===== src/rtl/flex_queue_if.sv =====
// Handshake bundle for flex_queue: producer side (in_*) and consumer side (out_*).
// master = producer/consumer environment, slave = the queue.
interface flex_queue_if #(
  parameter int DWIDTH = 8
);
  logic              in_valid;
  logic              in_ready;
  logic [DWIDTH-1:0] in_data;
  logic              out_valid;
  logic              out_ready;
  logic [DWIDTH-1:0] out_data;

  modport master (
    output in_valid, in_data, out_ready,
    input  in_ready, out_valid, out_data
  );

  modport slave (
    input  in_valid, in_data, out_ready,
    output in_ready, out_valid, out_data
  );
endinterface


===== src/rtl/flex_queue.sv =====
// Circular-buffer FIFO with any DEPTH >= 2, synchronous flush, almost-full and sticky overflow.
// Optional same-cycle empty-queue bypass enabled by defining FLEX_QUEUE_BYPASS_EN.
module flex_queue #(
  parameter int DWIDTH   = 8,
  parameter int DEPTH    = 9,
  parameter int AF_LEVEL = DEPTH - 2
) (
  input  logic                         clk,
  input  logic                         rst_n,
  flex_queue_if.slave                  bus,
  input  logic                         flush,
  output logic [$clog2(DEPTH+1)-1:0]   count,
  output logic                         almost_full,
  output logic                         ovf_err
);

  localparam int CW = $clog2(DEPTH + 1);
  localparam int PW = $clog2(DEPTH);

  logic [DWIDTH-1:0] mem [DEPTH];
  logic [PW-1:0]     wr_ptr;
  logic [PW-1:0]     rd_ptr;
  logic [CW-1:0]     cnt_q;
  logic              run_q;
  logic              stored;
  logic              push;
  logic              pop;

  function automatic logic [PW-1:0] ptr_next(input logic [PW-1:0] p);
    return (32'(p) == DEPTH - 1) ? '0 : p + 1'b1;
  endfunction

  // run_q keeps in_ready low while reset is held and until the first edge after release
  assign stored       = (cnt_q != '0);
  assign bus.in_ready = run_q && (32'(cnt_q) < DEPTH) && !flush;
  assign pop          = stored && bus.out_ready;
  assign count        = cnt_q;
  assign almost_full  = run_q && (32'(cnt_q) >= AF_LEVEL);

`ifdef FLEX_QUEUE_BYPASS_EN
  logic bypass;

  // Empty queue with a ready consumer: hand the word straight through, storage untouched
  assign bypass        = run_q && !stored && bus.in_valid && bus.out_ready && !flush;
  assign push          = bus.in_valid && bus.in_ready && !bypass;
  assign bus.out_valid = stored || bypass;
  assign bus.out_data  = stored ? mem[rd_ptr] : (bypass ? bus.in_data : '0);
`else
  assign push          = bus.in_valid && bus.in_ready;
  assign bus.out_valid = stored;
  assign bus.out_data  = stored ? mem[rd_ptr] : '0;
`endif

  always_ff @(posedge clk or negedge rst_n) begin
    if (!rst_n) begin
      wr_ptr  <= '0;
      rd_ptr  <= '0;
      cnt_q   <= '0;
      run_q   <= 1'b0;
      ovf_err <= 1'b0;
    end else begin
      run_q <= 1'b1;
      // A push dropped by flush is not an overflow
      if (bus.in_valid && !bus.in_ready && !flush)
        ovf_err <= 1'b1;
      if (flush) begin
        wr_ptr <= '0;
        rd_ptr <= '0;
        cnt_q  <= '0;
      end else begin
        if (push)
          wr_ptr <= ptr_next(wr_ptr);
        if (pop)
          rd_ptr <= ptr_next(rd_ptr);
        case ({push, pop})
          2'b10:   cnt_q <= cnt_q + 1'b1;
          2'b01:   cnt_q <= cnt_q - 1'b1;
          default: cnt_q <= cnt_q;
        endcase
      end
    end
  end

  always_ff @(posedge clk) begin
    if (push)
      mem[wr_ptr] <= bus.in_data;
  end

endmodule


===== src/flat_wrapper.sv =====
// flat-port wrapper written by rule: the top's interface ports become plain ports
module flex_queue_flat 
#(
  parameter int DWIDTH   = 8,
  parameter int DEPTH    = 9,
  parameter int AF_LEVEL = DEPTH - 2
)
  (clk, rst_n, flush, count, almost_full, ovf_err, bus_in_valid, bus_in_data, bus_out_ready, bus_in_ready, bus_out_valid, bus_out_data);
  flex_queue_if #(.DWIDTH(DWIDTH)) bus_i ();
  input  logic clk;
  input  logic rst_n;
  input  logic flush;
  output logic [$clog2(DEPTH+1)-1:0] count;
  output logic almost_full;
  output logic ovf_err;
  input wire logic [$bits(bus_i.in_valid)-1:0] bus_in_valid;
  input wire logic [$bits(bus_i.in_data)-1:0] bus_in_data;
  input wire logic [$bits(bus_i.out_ready)-1:0] bus_out_ready;
  output wire logic [$bits(bus_i.in_ready)-1:0] bus_in_ready;
  output wire logic [$bits(bus_i.out_valid)-1:0] bus_out_valid;
  output wire logic [$bits(bus_i.out_data)-1:0] bus_out_data;
  assign bus_i.in_valid = bus_in_valid;
  assign bus_i.in_data = bus_in_data;
  assign bus_i.out_ready = bus_out_ready;
  assign bus_in_ready = bus_i.in_ready;
  assign bus_out_valid = bus_i.out_valid;
  assign bus_out_data = bus_i.out_data;
  flex_queue #(.DWIDTH(DWIDTH), .DEPTH(DEPTH), .AF_LEVEL(AF_LEVEL)) u_core (.clk(clk), .rst_n(rst_n), .bus(bus_i), .flush(flush), .count(count), .almost_full(almost_full), .ovf_err(ovf_err));
endmodule

===== config.mk =====
export PLATFORM = sky130hd
export DESIGN_NAME = flex_queue_flat
export DESIGN_NICKNAME = d
export VERILOG_FILES = /design/src/rtl/flex_queue_if.sv /design/src/rtl/flex_queue.sv /design/src/flat_wrapper.sv
export SDC_FILE = /design/constraint.sdc
export NUM_CORES = 1
export LEC_CHECK = 0
export CELL_PAD_IN_SITES_DETAIL_PLACEMENT = 2
export CELL_PAD_IN_SITES_GLOBAL_PLACEMENT = 2
export CORE_ASPECT_RATIO = 1.25
export CORE_MARGIN = 2
export CORE_UTILIZATION = 35
export CTS_CLUSTER_DIAMETER = 100
export DETAILED_ROUTE_END_ITERATION = 10
export PLACE_DENSITY = 0.66
export SYNTH_ARGS = -nofsm -noshare
export SYNTH_HDL_FRONTEND = slang
export SYNTH_SLANG_ARGS = --single-unit

===== constraint.sdc =====
create_clock -name clk -period 6.8 [get_ports clk]
set_input_delay 2.04 -clock clk [delete_from_list [all_inputs] [get_ports clk]]
set_output_delay 2.04 -clock clk [all_outputs]
set_load 0.05 [all_outputs]

# Yosys cells after proc, flatten, opt, wreduce, memory -nomap -nowiden
# Memory sizes are Yosys's and may differ from the RTL's.
# Cells that the tools add are included.
# op_classes
div,0
n_lt_le_gt_ge,2
n_shift,0
bitwise_logic,0
addsub,4
eq_ne,4
n_mul,0
n_mux,11
reduce_logical,13
# ops
op,n
$mux 4,7
$add 4x1->4 const B,3
$eq 4x4->1 const B,2
$mux 8,1
$pmux 4 s2,1
$logic_and 1x1->1,7
$ge 4x3->1 const B,1
$lt 4x4->1 const B,1
$reduce_bool 2->1,2
$reduce_bool 4->1,1
$sub 4x1->4 const B,1
$reduce_bool 3->1,1
$eq 2x1->1 const B,1
$eq 2x2->1 const B,1
$logic_not 1->1,2
$mux 1,2
# word_totals
register_bits,14
n_memories,1
wordCells,40
mem_bits_ro,0
ram_bits,72
latch_bits,0
# mem_list
memory,words,width,read_ports,rd_ports_with_merged_regs,wr,line_no,rtl
u_core.mem,9,8,1,0,1,flex_queue.sv:20,logic [DWIDTH-1:0] mem [DEPTH];

# Longest topological paths before layout
# Gate-level depths: netlist (run 1).
# depth
word_depth,7
depth_mapped,11

# Least setup slack after synthesis (run 1)
# OpenSTA, ideal clock, no wires.
# synth_path
kind,input-to-output
startpoint,in flush
endpoint,out bus_in_ready
t_required_ns,4.760
arrival_time_ns,2.898
n_path_buf,1
cell_stages,2
slack_ns,1.862
path_cell_list,clkbuf_1 -> nor2_1
# synth_via
elab_chain_cells,2
# synth_lines
element,line_no,rtl
start: declaration,flat_wrapper.sv:12,input logic flush;
$logic_not 1->1,flex_queue.sv:35,assign bus.in_ready = run_q && (32'(cnt_q) < DEPTH) && !flush;
$logic_and 1x1->1,flex_queue.sv:35,
end: declaration,flat_wrapper.sv:19,output wire logic [$bits(bus_i.in_ready)-1:0] bus_in_ready;
# Every way passes these cells.

# Worst setup path after layout (run 1)
# Same ends and word-level chain as after synthesis.

==> reports/metrics.csv, run 1 <==
stage,metric,value,unit
clock_network,htreeDepth,3,
final_layout,layout.nets,328,
synth,syn_inst,282,
drt,met2_length,5103,microns
clock_network,cts.sinks,86,
sta,rsz0062_at_grt,no,
sta,min_period,5779,ps
clock_network,numCtsBuffers,9,
synth,synth_area_leader_cell,edfxtp_1,
synth,synthFlopType,edfxtp_1,
clock_network,clockBufferDepth,2,
synth,synth-seq-area-share,0.6381,
sta,tns,0,ps
synth,synth_edf_count,72,
final_layout,diodes,0,
place,dpl_cell_area,0.004343,sq mm
global_routing,grt-ovfl-total,0,
die,initial_core_util,0.3570,
drt,viasPerCell,5.405,
global_routing,track_usage,0.1643,
synth,synth.avg_cell_area,13.96,sq um
clock_network,clk_pin_slew_worst_paths,60,ps
final_layout,drive_gt1_frac,0.1474,
clock_network,tritoncts,yes,
sta,max_freq,173.1,MHz
worst_setup_path,critPathKind,in2out,
drt,routed.top_layer,met4,
place,dpl.hpwl,6106,microns
power,netSwitchingPower,652.3,uW
worst_setup_path,r2r_cells,8,
power,power.density,385.5,mW/mm^2
die,die_w,98.87,microns
die,die_area,0.01212,sq mm
synth,synth_common_cells,"edfxtp_1, mux2i_1, mux2_2",
drt,drc,0,
synth,syn-num-nets,303,
clock_network,cts_setup_buffers,0,
die,core_area,0.01103,sq mm
synth,netlist_area,0.003938,sq mm
worst_setup_path,end_kind,primary output,
drt,vias,2416,
global_routing,antenna_found_initial,0,
power,intPower,1.144,mW
drt,wirelength,9401,microns
global_routing,grt_pass1_vias,2687,
sta,tightest_slew,1191,ps
synth,synth_area_leaders,"edfxtp_1, dfrtp_1, mux2_2",
drt,ant_nets,0,
power,pwr-share-clk,0.281,
clock_network,cts_root_buf,clkbuf_16,
worst_setup_path,start_kind,input port,
sta,slew_violations,0,
sta,fin_crit_sh,0.8498,
job,maxCapViolCount,0,
power,combPwrFrac,0.356,
min_path,hold_path_class,reg2reg,
worst_setup_path,cp.arrival,3740,ps
global_routing,grt_max_degree,29,
clock_network,clkLatencyLatePin,340,ps
place,io_buffers,28,
drt,wl_met3,222,microns
drt,wl_per_cell,21.03,microns
final_layout,stdcell_area,0.004661,sq mm
sta,fin_skew,10.26,ps
global_routing,grt_pass1_wl,14790,microns
synth,synthDominantCellAreaShare,0.5491,
status,status,finished clean,
drt,drtPass1Iterations,4,
place,globalplace.congestion,0.7177,
sta,setup_viol,0,
die,placementRows,43,
synth,synth_warnings,0,
synth,ys_async_sr_fraction,0.1628,
synth,ys_types,45,
clock_network,cts_resized,0,
clock_network,cts_hold_buf,0,
synth,ys_seq_elements,86,
die,die_h,122.6,microns
drt,met1Wirelength,3922,microns
worst_setup_path,cp_max_fo,14,
drt,drtIter0Drc,105,
power,ir_worst_vdd,0.2288,mV
power,p_leak,1.603,nW
final_layout,syn2layout_area_growth,18.37,%
sta,relSlewSlack,0.2037,
min_path,min_path_cells,1,
synth,synth_most_common_cell,edfxtp_1,
sta,hold_violations,0,
die,num_io_pins,29,
power,swShare,0.3631,
power,seq_power_share,0.363,
worst_setup_path,worstPathRequired,4760,ps
[critical path: stages]
cell             delay [ps]
clkdlybuf4s50_1         670
nor2_1                  210
clkdlybuf4s50_1         820
[registers in the layout, indices dropped and copies added (netlist names)]
signal,cells
u_core.ovf_err,1
u_core.wr_ptr,4
u_core.mem,72
u_core.run_q,1
u_core.rd_ptr,4
u_core.count,4
[worst paths after layout]
kind,startpoint,end,slack [ps]
hold reg to reg,u_core.ovf_err,u_core.ovf_err,460
hold / removal,u_core.ovf_err,u_core.ovf_err,460
max in group asynchronous,rst_n,u_core.rd_ptr[3],4270
setup / recovery,flush,bus_in_ready,1020
min in group asynchronous,rst_n,u_core.count[2],2100
setup reg to reg,u_core.count[1],u_core.count[3],3790
[per-layer routing]
metal	track usage	vias to the layer above
met4	0.05137	0
li1	-	1120
met2	0.3049	36
met1	0.1919	1247
met3	0.02904	13
met5	0	-
[layout make-up]
class	count	area, sq um
sequential	86	2512
multi-input combinational	162	1287
tap	135	168.9
timing repair buffer	33	317.8
inverter	15	56.30
fill	1090	6369
clock buffer	15	310.3
clock inverter	1	7.507
[power by group through the flow]
stage	clock [mW]	combinational (mW)	sequential, mW
after floorplan	0	0.467	0.647
after global placement	0	0.638	0.662
after detailed placement	0	0.648	0.664
after CTS	0.516	0.651	0.655
after global routing	0.536	0.686	0.659
final	0.506	0.639	0.652
[cells in the final DEF (no fill, tap or decap), types with 3 or more instances in the layout]
cell and n:
o21ai_0 12, a21oi_1 16, nand3_1 3, edfxtp_1 72, ha_1 8, dfrtp_1 14, mux2_2 17, a21boi_0 8
buf_4 5, mux2i_1 19, inv_1 15, nor2b_1 3, a221oi_1 16, clkbuf_16 11, nor2_1 12, nand2_1 9
and3_1 4, clkdlybuf4s50_1 28, nor3_1 6
[stage by stage]
stage	util	setup WS [ps]	hold slack [ps]	power, mW	cells
finish	0.4226	1021	459.1	1.797	447
global route	0.4226	883.1	485.8	1.881	447
CTS	0.4226	991.8	467.5	1.821	447
detailed placement	0.3938	991.7	443.8	1.312	431
global placement	0.3938	980.2	448.4	1.300	431
floorplan	-	1862	569.3	1.114	282
[logic make-up (layout without fill, tap and decap cells)]
logic type,Yosys count,after routing,share of synthesized area
xor gates and xnor gates,5,5,0.01303
DFF,86,86,0.6381
muxes,36,36,0.09692
adders and majority gates,8,8,0.02542
other,1,1,0.0009524
and+or+nand+nor,51,51,0.07309
buffers and inverters,34,64,0.04036
AOI/OAI and AO/OA,61,61,0.1122
No activity file was read; power rests on OpenSTA's default activity.
==> inputs of run 2 (changes only) <==
--- a/config.mk
+++ b/config.mk
@@ -12,7 +12,7 @@
 export CORE_UTILIZATION = 35
 export CTS_CLUSTER_DIAMETER = 100
 export DETAILED_ROUTE_END_ITERATION = 10
-export PLACE_DENSITY = 0.66
+export PLACE_DENSITY = 0.69
 export SYNTH_ARGS = -nofsm -noshare
 export SYNTH_HDL_FRONTEND = slang
 export SYNTH_SLANG_ARGS = --single-unit
==> constraint.sdc (replaced) <==
create_clock -name clk -period 5 [get_ports clk]
set_input_delay 1.5 -clock clk [delete_from_list [all_inputs] [get_ports clk]]
set_output_delay 1.5 -clock clk [all_outputs]
set_load 0.05 [all_outputs]
==> run 2 against run 1 <==
  * Clock skew shrank 5.8 ps
  * Critical endpoint is now bus_out_data[0]
  * First-iteration DRC count shrank 40%
  * Flip-flop and latch count is the same
  * Hold slack gained 1.4 ps
  * Non-clock buffer count grew 4
  * Worst setup slack lost 420 ps
  * Clock power grew 19%
  * Utilization shrank 0.23 points
  * Die area is the same
  * Final cell count grew 0.89%
  * Sequential power grew 33%
==> reports/metrics.csv, run 2 (synthesis gave the netlist of run 1 again) <==
stage,metric,value,unit,change
drt,viasPerCell,5.386,,-0.35%
sta,whs,460.5,ps,+1.380 ps
worst_setup_path,worstPathBufferInverterCount,1,,-1
drt,drtPass1Iterations,4,,unchanged
clock_network,cts_resized,0,,unchanged
final_layout,largest-register,u_core.mem,,
sta,hold_violations,0,,unchanged
job,maxCapViolCount,0,,unchanged
final_layout,fill_cells,1115,,+2.3%
die,initial_core_util,0.3570,,unchanged
worst_setup_path,end_kind,primary output,,
sta,min_period,4398,ps,
drt,wirelength,9336,microns,-0.69%
global_routing,track_usage,0.1663,,+0.002027
worst_setup_path,r2r_cells,8,,unchanged
worst_setup_path,r2r-end,u_core.count[3],,
min_path,hp-start,u_core.ovf_err,,
clock_network,clk_pin_slew_worst_paths,60,ps,about the same
worst_setup_path,critPathKind,reg2out,,
sta,fin_skew,4.486,ps,-5.775 ps
global_routing,grt-ovfl-total,0,,unchanged
worst_setup_path,cp.arrival,2900,ps,-840 ps
die,die_w,98.87,microns,unchanged
final_layout,layout_commonest_cell,edfxtp_1,,
global_routing,grt_pass1_vias,2703,,+0.60%
sta,final.setup.worst_slack,602.0,ps,-419.3 ps
clock_network,htreeDepth,3,,unchanged
clock_network,clockBufferDepth,2,,unchanged
sta,slew_violations,0,,unchanged
final_layout,drive_gt1_frac,0.1582,,+0.01079
global_routing,grt_pass1_wl,14860,microns,+0.47%
place,globalplace.congestion,0.7096,,-1.1%
power,p_leak,1.604,nW,about the same
clock_network,cts_setup_buffers,0,,unchanged
drt,wl_per_cell,20.70,microns,-1.6%
worst_setup_path,cp_max_fo,21,,+7
min_path,hold_path_class,reg2reg,,
final_layout,diodes,0,,unchanged
sta,tightest_slew,920.5,ps,-270.9 ps
global_routing,grt_max_degree,38,,+31%
clock_network,cts.sinks,86,,unchanged
global_routing,antenna_found_initial,0,,unchanged
final_layout,seq_area,0.002512,sq mm,unchanged
drt,vias,2429,,+0.54%
clock_network,cts_hold_buf,0,,unchanged
final_layout,fin_util,0.4203,,-0.002269
final_layout,largest_reg_flops,72,,unchanged
place,dp_slack,806.1,ps,-185.6 ps
clock_network,tritoncts,yes,,
clock_network,clkLatencyLatePin,340,ps,about the same
final_layout,mostFrequentLayoutCells,"edfxtp_1, clkdlybuf4s50_1, mux2i_1, mux2_2",,
min_path,min_path_cells,1,,unchanged
clock_network,cts_root_buf,clkbuf_16,,
worst_setup_path,worst_path_max_delay_cell,clkdlybuf4s50_1,,
die,core_area,0.01103,sq mm,unchanged
sta,fin_crit_sh,0.8796,,
sta,tns,0,ps,unchanged
place,dpl_cell_area,0.004372,sq mm,+0.66%
final_layout,layout.nets,332,,+1.2%
place,io_buffers,28,,unchanged
sta,max_freq,227.4,MHz,
status,status,finished clean,,
sta,relSlewSlack,0.3863,,+0.1827
die,die_area,0.01212,sq mm,unchanged
final_layout,multi_input_area,0.001279,sq mm,-0.68%
place,dpl.hpwl,6309,microns,+3.3%
worst_setup_path,worstPathRequired,3500,ps,-1260 ps
die,die_h,122.6,microns,unchanged
worst_setup_path,rrSetupSlack,2010,ps,-1780 ps
final_layout,syn2layout_area_growth,17.73,%,
worst_setup_path,critical-path-max-stage-delay,860,ps,+40 ps
die,placementRows,43,,unchanged
worst_setup_path,r2r-start,u_core.count[1],,
min_path,worstHoldEndpoint,u_core.ovf_err,,
sta,setup_viol,0,,unchanged
drt,drc,0,,unchanged
drt,drtIter0Drc,63,,-40%
worst_setup_path,crit_chain,"a21boi_0, a221oi_1, a221oi_1, clkdlybuf4s50_1",,
worst_setup_path,crit_family,compound AO/OA/AOI/OAI gates,,
sta,rsz0062_at_grt,no,,
final_layout,stdcell_area,0.004636,sq mm,-0.54%
power,power.density,512.7,mW/mm^2,+33%
power,ir_worst_vdd,0.2761,mV,+21%
die,num_io_pins,29,,unchanged
worst_setup_path,cp_common_cell,a221oi_1,,
worst_setup_path,start_kind,register,,
clock_network,numCtsBuffers,9,,unchanged
drt,ant_nets,0,,unchanged
run 2: changes by cell type in the layout (fill, tap and decap cells not counted), sizes merged:
cell	before	now
clkdlybuf4s50	28	26
clkinv	0	2
buf	5	11
clkinvlp	1	0
clkbuf	15	14
run 2: power by group:
| group | internal [mW] | switching (mW) |
|---|---|---|
| Sequential | 0.800 | 0.0702 |
| Clock | 0.349 | 0.251 |
| Combinational | 0.355 | 0.552 |
run 2: worst register-to-register path, stage by stage, from the launching register on:
cell	delay, ps
dfrtp_1	560
o41ai_4	930
nor2_1	190
ha_1	390
o21ai_0	90
or3b_1	350
mux2i_1	170
xnor2_1	140
nor2_1	50
run 2: layout make-up:
| type | instances | share of cell area |
|---|---|---|
| multi-input cells | 162 | 0.2758 |
| clock inverters | 2 | 0.002159 |
| well taps | 135 | 0.03644 |
| flip-flops and latches | 86 | 0.5420 |
| inverters | 15 | 0.01215 |
| repair buffers | 37 | 0.07665 |
| clock buffers | 14 | 0.05479 |
run 2: worst max-delay path by stage:
stage                     slack [ps]              end  cells after the start              from
after floorplan                 1090  bus_out_data[0]                      6  u_core.rd_ptr[0]
after global placement           840     bus_in_ready                      3             flush
after detailed placement         810     bus_in_ready                      3             flush
after CTS                        570  bus_out_data[0]                      4  u_core.rd_ptr[2]
after global routing             410  bus_out_data[0]                      4  u_core.rd_ptr[1]
final                            600  bus_out_data[0]                      4  u_core.rd_ptr[2]
run 2: metrics by stage:
| stage | total power, mW | std cells |
|---|---|---|
| finish | 2.377 | 451 |
| global route | 2.491 | 451 |
| CTS | 2.412 | 451 |
| detailed placement | 1.805 | 435 |
| global placement | 1.787 | 435 |
| floorplan | 1.515 | 282 |
run 2: per-layer routing:
layer	vias to the layer above	track usage	wire length [microns]
li1	1129	-	-
met2	31	0.3049	5015
met4	0	0.07705	206
met3	13	0.02620	167
met1	1256	0.1888	3947
met5	-	0	0
==> inputs of run 3 (changes only) <==
--- a/config.mk
+++ b/config.mk
@@ -5,6 +5,7 @@
 export SDC_FILE = /design/constraint.sdc
 export NUM_CORES = 1
 export LEC_CHECK = 0
+export ABC_AREA = 1
 export CELL_PAD_IN_SITES_DETAIL_PLACEMENT = 2
 export CELL_PAD_IN_SITES_GLOBAL_PLACEMENT = 2
 export CORE_ASPECT_RATIO = 1.25
@@ -12,7 +13,7 @@
 export CORE_UTILIZATION = 35
 export CTS_CLUSTER_DIAMETER = 100
 export DETAILED_ROUTE_END_ITERATION = 10
-export PLACE_DENSITY = 0.69
+export PLACE_DENSITY = 0.73
 export SYNTH_ARGS = -nofsm -noshare
 export SYNTH_HDL_FRONTEND = slang
 export SYNTH_SLANG_ARGS = --single-unit
==> run 3 against run 2 <==
  * Hold slack better by 23 ps
  * Non-clock buffer count rose by 4
  * Worst setup slack got worse by 2.5 ps
  * Combinational power is essentially flat
  * Critical endpoint is now bus_in_ready
  * Sequential power fell by 2%
  * Critical path depth is 1 lower
  * First-iteration DRC count rose by 110%
  * Clock power is 20% higher
  * Utilization rose by 1.5 points
  * Final area fell by 0.84%
==> reports/metrics.csv, run 3 <==
stage,metric,value,unit,change
drt,wl_per_cell,21.42,microns,+3.5%
worst_setup_path,cp-startpoint,flush,,
global_routing,antenna_found_initial,0,,unchanged
synth,synth_area_leader_cell,edfxtp_1,,
final_layout,mostFrequentLayoutCells,"edfxtp_1, nor2_1, nand2_1, o21ai_0, inv_1",,
worst_setup_path,critical-path-max-stage-delay,810,ps,-50 ps
worst_setup_path,worstPathBufferInverterCount,2,,+1
sta,max_freq,227.2,MHz,about the same
synth,synth_most_common_cell,edfxtp_1,,
clock_network,clockBufferDepth,2,,unchanged
final_layout,diodes,0,,unchanged
synth,syn-num-nets,353,,+17%
global_routing,grt_pass1_vias,3040,,+12%
drt,drtPass1Iterations,4,,unchanged
final_layout,fill_cells,1100,,-1.3%
worst_setup_path,r2r-end,u_core.mem[6][2],,
clock_network,cts_resized,0,,unchanged
power,power.density,539.3,mW/mm^2,+5.2%
die,initial_core_util,0.3577,,+0.0007301
sta,hold_violations,0,,unchanged
worst_setup_path,cp.arrival,2900,ps,about the same
synth,synth_edf_count,72,,unchanged
clock_network,clk_pin_slew_worst_paths,60,ps,about the same
synth,netlist_area,0.003779,sq mm,-4.0%
die,core_area,0.01056,sq mm,-4.2%
synth,ys_seq_elements,86,,unchanged
job,maxCapViolCount,0,,unchanged
worst_setup_path,cp_common_cell,clkdlybuf4s50_1,,
die,die_h,120.2,microns,-2.0%
synth,ys_types,35,,-22%
worst_setup_path,worst_path_max_delay_cell,clkdlybuf4s50_1,,
drt,ant_nets,0,,unchanged
global_routing,grt_max_degree,35,,-7.9%
place,globalplace.congestion,0.8134,,+15%
synth,synth_area_leaders,"edfxtp_1, dfrtp_1, o21ai_0",,
sta,relSlewSlack,0.3548,,-0.03152
worst_setup_path,worstPathRequired,3500,ps,about the same
sta,tns,0,ps,unchanged
clock_network,cts_setup_buffers,0,,unchanged
sta,tightest_slew,960.4,ps,+39.89 ps
worst_setup_path,end_kind,primary output,,
drt,drtIter0Drc,131,,+110%
clock_network,htreeDepth,3,,unchanged
global_routing,track_usage,0.1985,,+0.03217
global_routing,grt_pass1_wl,17390,microns,+17%
final_layout,largest-register,u_core.mem,,
worst_setup_path,start_kind,input port,,
synth,synthDominantCellAreaShare,0.5722,,+0.02309
synth,synth_common_cells,"edfxtp_1, nand2_1, nor2_1",,
sta,fin_skew,7.409,ps,+2.923 ps
final_layout,syn2layout_area_growth,21.66,%,
synth,synthFlopType,edfxtp_1,,
worst_setup_path,rrSetupSlack,2540,ps,+530 ps
final_layout,fin_util,0.4352,,+0.01490
worst_setup_path,path_depth,3,,-1
min_path,hold_path_class,reg2reg,,
global_routing,grt-ovfl-total,0,,unchanged
final_layout,largest_reg_flops,72,,unchanged
final_layout,stdcell_area,0.004597,sq mm,-0.84%
sta,min_period,4400,ps,+2.461 ps
sta,slew_violations,0,,unchanged
die,placementRows,42,,-2.3%
worst_setup_path,r2r_cells,6,,-2
clock_network,numCtsBuffers,9,,unchanged
sta,rsz0062_at_grt,no,,
place,dpl.hpwl,7323,microns,+16%
sta,fin_crit_sh,0.8801,,about the same
worst_setup_path,crit_path_end,bus_in_ready,,
drt,wirelength,10930,microns,+17%
final_layout,layout_commonest_cell,edfxtp_1,,
final_layout,drive_gt1_frac,0.09788,,-0.06034
worst_setup_path,crit_family,buffers and inverters,,
clock_network,cts_root_buf,clkbuf_16,,
power,p_leak,1.735,nW,+8.2%
clock_network,clkLatencyLatePin,340,ps,about the same
clock_network,cts_hold_buf,0,,unchanged
synth,syn_inst,332,,+18%
drt,drc,0,,unchanged
place,dpl_cell_area,0.004282,sq mm,-2.1%
drt,vias,2693,,+11%
die,num_io_pins,29,,unchanged
worst_setup_path,crit_chain,"clkdlybuf4s50_1, nor2_1, clkdlybuf4s50_1",,
clock_network,cts.sinks,86,,unchanged
worst_setup_path,critPathKind,in2out,,
synth,synth.avg_cell_area,11.38,sq um,-18%
drt,viasPerCell,5.280,,-2.0%
min_path,hp-start,u_core.ovf_err,,
sta,setup_viol,0,,unchanged
die,die_w,96.94,microns,-2.0%
place,io_buffers,28,,unchanged
worst_setup_path,r2r-start,u_core.count[0],,
worst_setup_path,cp_max_fo,2,,-90%
synth,synth_warnings,0,,unchanged
status,status,finished clean,,
die,die_area,0.01165,sq mm,-3.9%
synth,ys_async_sr_fraction,0.1628,,unchanged
synth,synth-seq-area-share,0.6649,,+0.02683
clock_network,tritoncts,yes,,
final_layout,layout.nets,394,,+19%
power,ir_worst_vdd,0.2074,mV,-25%
## run 3: how the worst min path moves through the flow
stage | end | slack [ps] | cells past startpoint
floorplan | u_core.wr_ptr[0] | 560 | 3
global placement | u_core.ovf_err | 450 | 1
detailed placement | u_core.ovf_err | 470 | 1
CTS | u_core.ovf_err | 490 | 1
global route | u_core.ovf_err | 500 | 1
finish | u_core.ovf_err | 480 | 1
## run 3: layout make-up
class	count	area, sq um	share of cell area
Clock buffer	11	232.7	0.05063
Clock inverter	5	82.58	0.01796
Inverter	35	131.4	0.02858
Multi-Input combinational cell	200	1082	0.2354
Sequential cell	86	2512	0.5465
Tap cell	132	165.2	0.03593
Timing Repair Buffer	41	390.4	0.08492
## run 3: where the power goes
group / switching (mW) / internal [mW] / total [mW]
combinational: 0.620 / 0.287 / 0.907
sequential: 0.0405 / 0.812 / 0.853
clock: 0.279 / 0.440 / 0.720
## run 3: stage by stage
| step | total power, mW | hold WS, ps | instances | setup WS (ps) |
|---|---|---|---|---|
| 6_report | 2.479 | 483.7 | 510 | 599.5 |
| 5_1_grt | 2.613 | 500.3 | 510 | 420.1 |
| 4_1_cts | 2.510 | 490.2 | 510 | 569.6 |
| 3_5_place_dp | 1.789 | 471.5 | 494 | 604.0 |
| 3_3_place_gp | 1.756 | 447.3 | 494 | 588.9 |
| 2_1_floorplan | 1.469 | 556.4 | 332 | 1346 |
## run 3: worst register-to-register path, cell delays in order, from the launching register on
cell,delay (ps)
dfrtp_1,490
nor2_4,180
nand2_1,90
nand2_2,100
nand3_4,190
nor3_1,790
buf_4,320
## run 3: metal layers
metal	up-vias	track usage	wire, microns
met1	1386	0.2399	4738
met4	0	0.09683	328
met2	32	0.3442	5623
li1	1254	-	-
met3	21	0.03353	236
met5	-	0	0
## run 3: cell families (layout without fill, tap and decap cells)
| kind of cell | after synthesis | after routing | synth area share |
|---|---|---|---|
| other cells | 1 | 1 | 0.0009924 |
| simple gates | 116 | 116 | 0.1361 |
| flops | 86 | 86 | 0.6649 |
| fa+ha+maj | 8 | 8 | 0.02649 |
| xor+xnor | 2 | 2 | 0.004637 |
| buf+inv | 46 | 92 | 0.04868 |
| compound gates | 73 | 73 | 0.1182 |
